===== src/rtl/multicycle_controller.sv =====
// Main control FSM for the multi-cycle 16-bit CPU: fetch/decode/exec/mem/wb/branch sequencing.
// Optional macro MOD_WAIT_EN stretches EXEC of R-format MOD (Funct 4'b0010) to MOD_LATENCY cycles.
module multicycle_controller #(
    parameter int MOD_LATENCY = 4
) (
    input  logic       i_clk,
    input  logic       i_reset,
    input  logic [2:0] i_opcode,
    input  logic [3:0] i_funct,
    input  logic       i_zero,
    input  logic       i_mem_ready,
    output logic       o_pc_write,
    output logic       o_ir_write,
    output logic       o_mem_read,
    output logic       o_mem_write,
    output logic       o_reg_write,
    output logic       o_reg_dst,
    output logic       o_mem_to_reg,
    output logic       o_alu_src_a,
    output logic [1:0] o_alu_src_b,
    output logic [1:0] o_alu_op,
    output logic       o_pc_source,
    output logic [2:0] o_state
);

    typedef enum logic [2:0] {
        S_FETCH  = 3'd0,
        S_DECODE = 3'd1,
        S_EXEC   = 3'd2,
        S_MEM    = 3'd3,
        S_WB     = 3'd4,
        S_BRANCH = 3'd5
    } state_t;

    localparam logic [2:0] OP_R   = 3'b000;
    localparam logic [2:0] OP_LW  = 3'b101;
    localparam logic [2:0] OP_SW  = 3'b110;
    localparam logic [2:0] OP_BNE = 3'b111;
    localparam logic [3:0] MOD_LOAD = 4'(MOD_LATENCY - 1);

    state_t     r_state;
    state_t     w_next;
    logic [2:0] r_op;
    logic [3:0] r_fn;
    logic [3:0] r_mod_cnt;
    logic       w_mod_busy;
    logic       w_pc_write, w_ir_write, w_mem_read, w_mem_write, w_reg_write;

`ifdef MOD_WAIT_EN
    assign w_mod_busy = (r_op == OP_R) && (r_fn == 4'b0010) && (r_mod_cnt != 4'd0);
`else
    logic w_unused;
    assign w_mod_busy = 1'b0;
    assign w_unused   = ^{r_fn, r_mod_cnt};
`endif

    // State register, latched instruction fields and MOD wait counter
    always_ff @(posedge i_clk) begin
        if (i_reset) begin
            r_state   <= S_FETCH;
            r_op      <= 3'd0;
            r_fn      <= 4'd0;
            r_mod_cnt <= 4'd0;
        end else begin
            r_state <= w_next;
            if (r_state == S_DECODE) begin
                r_op <= i_opcode;
                r_fn <= i_funct;
            end
            if ((r_state == S_DECODE) && (w_next == S_EXEC)) begin
                r_mod_cnt <= MOD_LOAD;
            end else if ((r_state == S_EXEC) && (r_mod_cnt != 4'd0)) begin
                r_mod_cnt <= r_mod_cnt - 4'd1;
            end
        end
    end

    // Next-state and control outputs decoded from state and latched fields
    always_comb begin
        w_next       = S_FETCH;
        w_pc_write   = 1'b0;
        w_ir_write   = 1'b0;
        w_mem_read   = 1'b0;
        w_mem_write  = 1'b0;
        w_reg_write  = 1'b0;
        o_reg_dst    = 1'b0;
        o_mem_to_reg = 1'b0;
        o_alu_src_a  = 1'b0;
        o_alu_src_b  = 2'b00;
        o_alu_op     = 2'b00;
        o_pc_source  = 1'b0;
        case (r_state)
            S_FETCH: begin
                w_mem_read  = 1'b1;
                o_alu_src_b = 2'b01;
                if (i_mem_ready) begin
                    w_ir_write = 1'b1;
                    w_pc_write = 1'b1;
                    w_next     = S_DECODE;
                end else begin
                    w_next = S_FETCH;
                end
            end
            S_DECODE: begin
                o_alu_src_b = 2'b11;
                w_next      = (i_opcode == OP_BNE) ? S_BRANCH : S_EXEC;
            end
            S_EXEC: begin
                o_alu_src_a = 1'b1;
                if (r_op == OP_R) begin
                    o_alu_src_b = 2'b00;
                    o_alu_op    = 2'b10;
                end else if ((r_op == OP_LW) || (r_op == OP_SW)) begin
                    o_alu_src_b = 2'b10;
                    o_alu_op    = 2'b00;
                end else begin
                    o_alu_src_b = 2'b10;
                    o_alu_op    = 2'b11;
                end
                if (w_mod_busy) begin
                    w_next = S_EXEC;
                end else if ((r_op == OP_LW) || (r_op == OP_SW)) begin
                    w_next = S_MEM;
                end else begin
                    w_next = S_WB;
                end
            end
            S_MEM: begin
                w_mem_read  = (r_op == OP_LW);
                w_mem_write = (r_op == OP_SW);
                if (!i_mem_ready) begin
                    w_next = S_MEM;
                end else if (r_op == OP_LW) begin
                    w_next = S_WB;
                end else begin
                    w_next = S_FETCH;
                end
            end
            S_WB: begin
                w_reg_write  = 1'b1;
                o_reg_dst    = (r_op == OP_R);
                o_mem_to_reg = (r_op == OP_LW);
                w_next       = S_FETCH;
            end
            S_BRANCH: begin
                o_alu_src_a = 1'b1;
                o_alu_src_b = 2'b00;
                o_alu_op    = 2'b01;
                o_pc_source = 1'b1;
                w_pc_write  = ~i_zero;
                w_next      = S_FETCH;
            end
            default: begin
                w_next = S_FETCH;
            end
        endcase
    end

    // Strobes are suppressed for the whole reset cycle so an aborted access never writes
    assign o_pc_write  = w_pc_write  & ~i_reset;
    assign o_ir_write  = w_ir_write  & ~i_reset;
    assign o_mem_read  = w_mem_read  & ~i_reset;
    assign o_mem_write = w_mem_write & ~i_reset;
    assign o_reg_write = w_reg_write & ~i_reset;
    assign o_state     = r_state;

endmodule

===== config.mk =====
export PLATFORM = sky130hd
export DESIGN_NAME = multicycle_controller
export DESIGN_NICKNAME = d
export VERILOG_FILES = /design/src/rtl/multicycle_controller.sv
export SDC_FILE = /design/constraint.sdc
export NUM_CORES = 1
export LEC_CHECK = 0
export ABC_AREA = 1
export ABC_CLOCK_PERIOD_IN_PS = 1200
export CAP_MARGIN = 30
export CORE_AREA = 4 4 41 43
export CTS_CLUSTER_SIZE = 24
export DETAILED_ROUTE_END_ITERATION = 6
export DIE_AREA = 0 0 45 47
export PLACE_DENSITY_LB_ADDON = 0.12
export SLEW_MARGIN = 20
export SYNTH_ARGS = -nofsm -noshare
export SYNTH_HDL_FRONTEND = slang
export SYNTH_SLANG_ARGS = --single-unit

===== constraint.sdc =====
create_clock -name i_clk -period 1.2 [get_ports i_clk]
set_input_delay 0.18 -clock i_clk [delete_from_list [all_inputs] [get_ports i_clk]]
set_output_delay 0.18 -clock i_clk [all_outputs]
set_load 0.01 [all_outputs]

==> metrics.md <==
| Metric | Value |
|---|---|
| Failing checks | negative setup slack |
| Max-cap violation count | 0 |
| Post-route ant nets | 0 |
| Synthesized cell area | 410 um2 |
| Total CTS buffers | 3 |
| Sink Count | 6 |
| Diode count | 0 |
| Critical path's largest stage delay | 0.38 ns |
| Total track usage | 16.3% |
| Placer Congestion | 0.747 |
| Cell total after placement | 127 |
| CP required | 1.02 ns |
| Yosys reg bits | 6 |
| Drt drc | 0 |
| Share of cells above drive strength 1 | 60.5% |
| Arrival time worst endpoint | 1.24 ns |
| Die width | 45 um |
| Pleak | 0.000506 uW |
| Seq/Total Area, Yosys | 29.3% |
| Synth warn | 0 |
| Site Rows | 13 |
| Final Skew | 0.00396 ns |
| Final worst-path cycle share | 118% |
| Initial Util | 31.5% |
| Status | finished with violations |
| First-pass GRT wire length | 2410 um |
| Final Max Tran Viols | 0 |
| Cell variety after synth | 11 |
| Initial antenna violation count | 0 |
| GR Overflow Total | 0 |
| Unrepaired setup endpoints after global routing | true |
| Area grow syn2layout | 121% |
| Vias in the first global route | 574 |
| Min Tclk post-route | 1.42 ns |
| Pin count of the biggest net entering global routing | 8 |
| Core area | 1300 um2 |
| Setup slack on the worst flop-to-flop path | 0.02 ns |
| Slew @ Worst Pin | 0.206 ns |
| CP Launch Type | register |
| Slack of the critical path | -0.222 ns |
| Synthesized netlist cell count | 73 |
| CP Capture Type | primary output |
| Crit-path max FO | 4 |
| H-tree level count | 1 |
| Cell family with most CP delay | flip-flops |
| CTS tree | built |
| WL per Instance | 11.8 um |
| Final WL | 1590 um |
| Post-Route Utilization | 69.7% |
| Clock transition at path regs | 0.04 ns |
| Io pins | 27 |
| Non-filler cells, final | 134 |
| Worst path bufs/invs | 2 |
| Final hold violation count | 0 |
| Hold Crit Class | in -> reg |
| CP cell instances | inv_4 > nor3_4 > nand2_1 > a21oi_2 > buf_2 |
| Via/cell ratio | 4.69 |
| Insertion delay to the later sink of the worst-skew pair | 0.25 ns |
| WS Path Type | reg -> out |
| 1st-pass router iterations | 4 |
| Highest Clock Rate | 0.703 GHz |
| Vias | 629 |
| Maximum vdd drop | 567 uV |
| Syn_area_per_cell | 5.62 um2 |
| Die span in y | 47 um |
| # setup viols final | 13 |
| Slew headroom | 86.2% |
| Clk buf depth | 2 |
| IO buf count | 22 |
| Pwr Density | 775 nW/um2 |
| Clock root buffer | clkbuf_4 |
| Crit-path slowest cell | dfxtp_4 |
| Hpwl dp | 1080 um |
| Post-synthesis net count | 84 |
| Die area | 2120 um2 |
| Iter 0 DRT Violations | 12 |
| Final #Nets | 132 |
layer usage:
layer	part of all wire [%]	track usage, %
met1	38	19.2
met2	50	24.9
met3	7.7	3.83
met4	3.6	14.0
met5	0	0
path summary, 6_finish.rpt:
path	startpoint	to	cells after the start
setup / recovery	o_state[0]	o_pc_write	5
hold / removal	i_opcode[0]	r_op[0]	3
setup reg to reg	o_state[0]	o_state[0]	9
hold reg to reg	r_op[1]	r_op[1]	3
logic make-up after synthesis:
group | synth area share, %
AND/OR/NAND/NOR | 43.9
buffers and inverters | 14.6
AO/OA/AOI/OAI | 12.2
flip-flops | 29.3
tightest hold or removal path: cells and delay by family:
family,cells,cell delay (ns)
buffers and inverters,1,0.41
AO/OA/AOI/OAI,2,0.20
layout make-up:
cell class,count,area (um2)
fillers,103,394
multi-input cells,51,348
well taps,15,18.8
clock buffers,3,22.5
repair buffers,43,324
inverters,16,65.1
flip-flops and latches,6,129
synth_stat cells:
| master | n | area [um2] |
|---|---|---|
| o21ai_0 | 5 | 25.0 |
| inv_1 | 12 | 45.0 |
| nor3_2 | 1 | 10.0 |
| nor4_1 | 1 | 6.26 |
| a21oi_1 | 5 | 25.0 |
| nor2_1 | 9 | 33.8 |
| nand3_2 | 1 | 10.0 |
| nand2_1 | 20 | 75.1 |
| inv_2 | 4 | 15.0 |
| nand3_1 | 9 | 45.0 |
| dfxtp_1 | 6 | 120 |
timing repair:
item	CTS	global route
endpoints found under the setup margin	19	21
pin swaps	7	12
setup buffers	4	5
resized for setup	76	29
hold endpoints to repair	0	0
hold buffers	0	0
stage by stage:
step	hold slack [ns]	power (uW)	setup TNS [ns]	area (um2)	worst slack, ns
after detailed placement	0.582	476	-5.05	783	-0.485
after global routing	0.611	756	-2.92	907	-0.303
after global placement	0.577	474	-5.11	783	-0.458
final	0.602	703	-1.72	907	-0.222
after floorplan	0.252	327	-0.0207	417	-0.0207
after CTS	0.594	672	-1.53	840	-0.179
power breakdown:
| part | internal (uW) | total, uW | switching [uW] | leakage, uW |
|---|---|---|---|---|
| clock network | 113 | 185 | 71.7 | 0.0000138 |
| logic | 140 | 281 | 141 | 0.000441 |
| registers | 215 | 237 | 22.1 | 0.0000510 |
| total | 468 | 703 | 235 | 0.000506 |
state kept, by name, indices dropped and copies added, names as in the netlist:
signal,count
o_state,3
r_op,3
cells in the final DEF (no fill, tap or decap), drive strengths merged:
cell type | synthesis | routed
a21oi | 5 | 5
buf | 0 | 34
clkbuf | 0 | 5
clkdlybuf4s15 | 0 | 1
clkdlybuf4s50 | 0 | 6
dfxtp | 6 | 6
inv | 16 | 16
nand2 | 20 | 20
nand3 | 10 | 10
nor2 | 9 | 9
nor3 | 1 | 1
nor4 | 1 | 1
o21ai | 5 | 5
(Power assumes the default switching activity.)
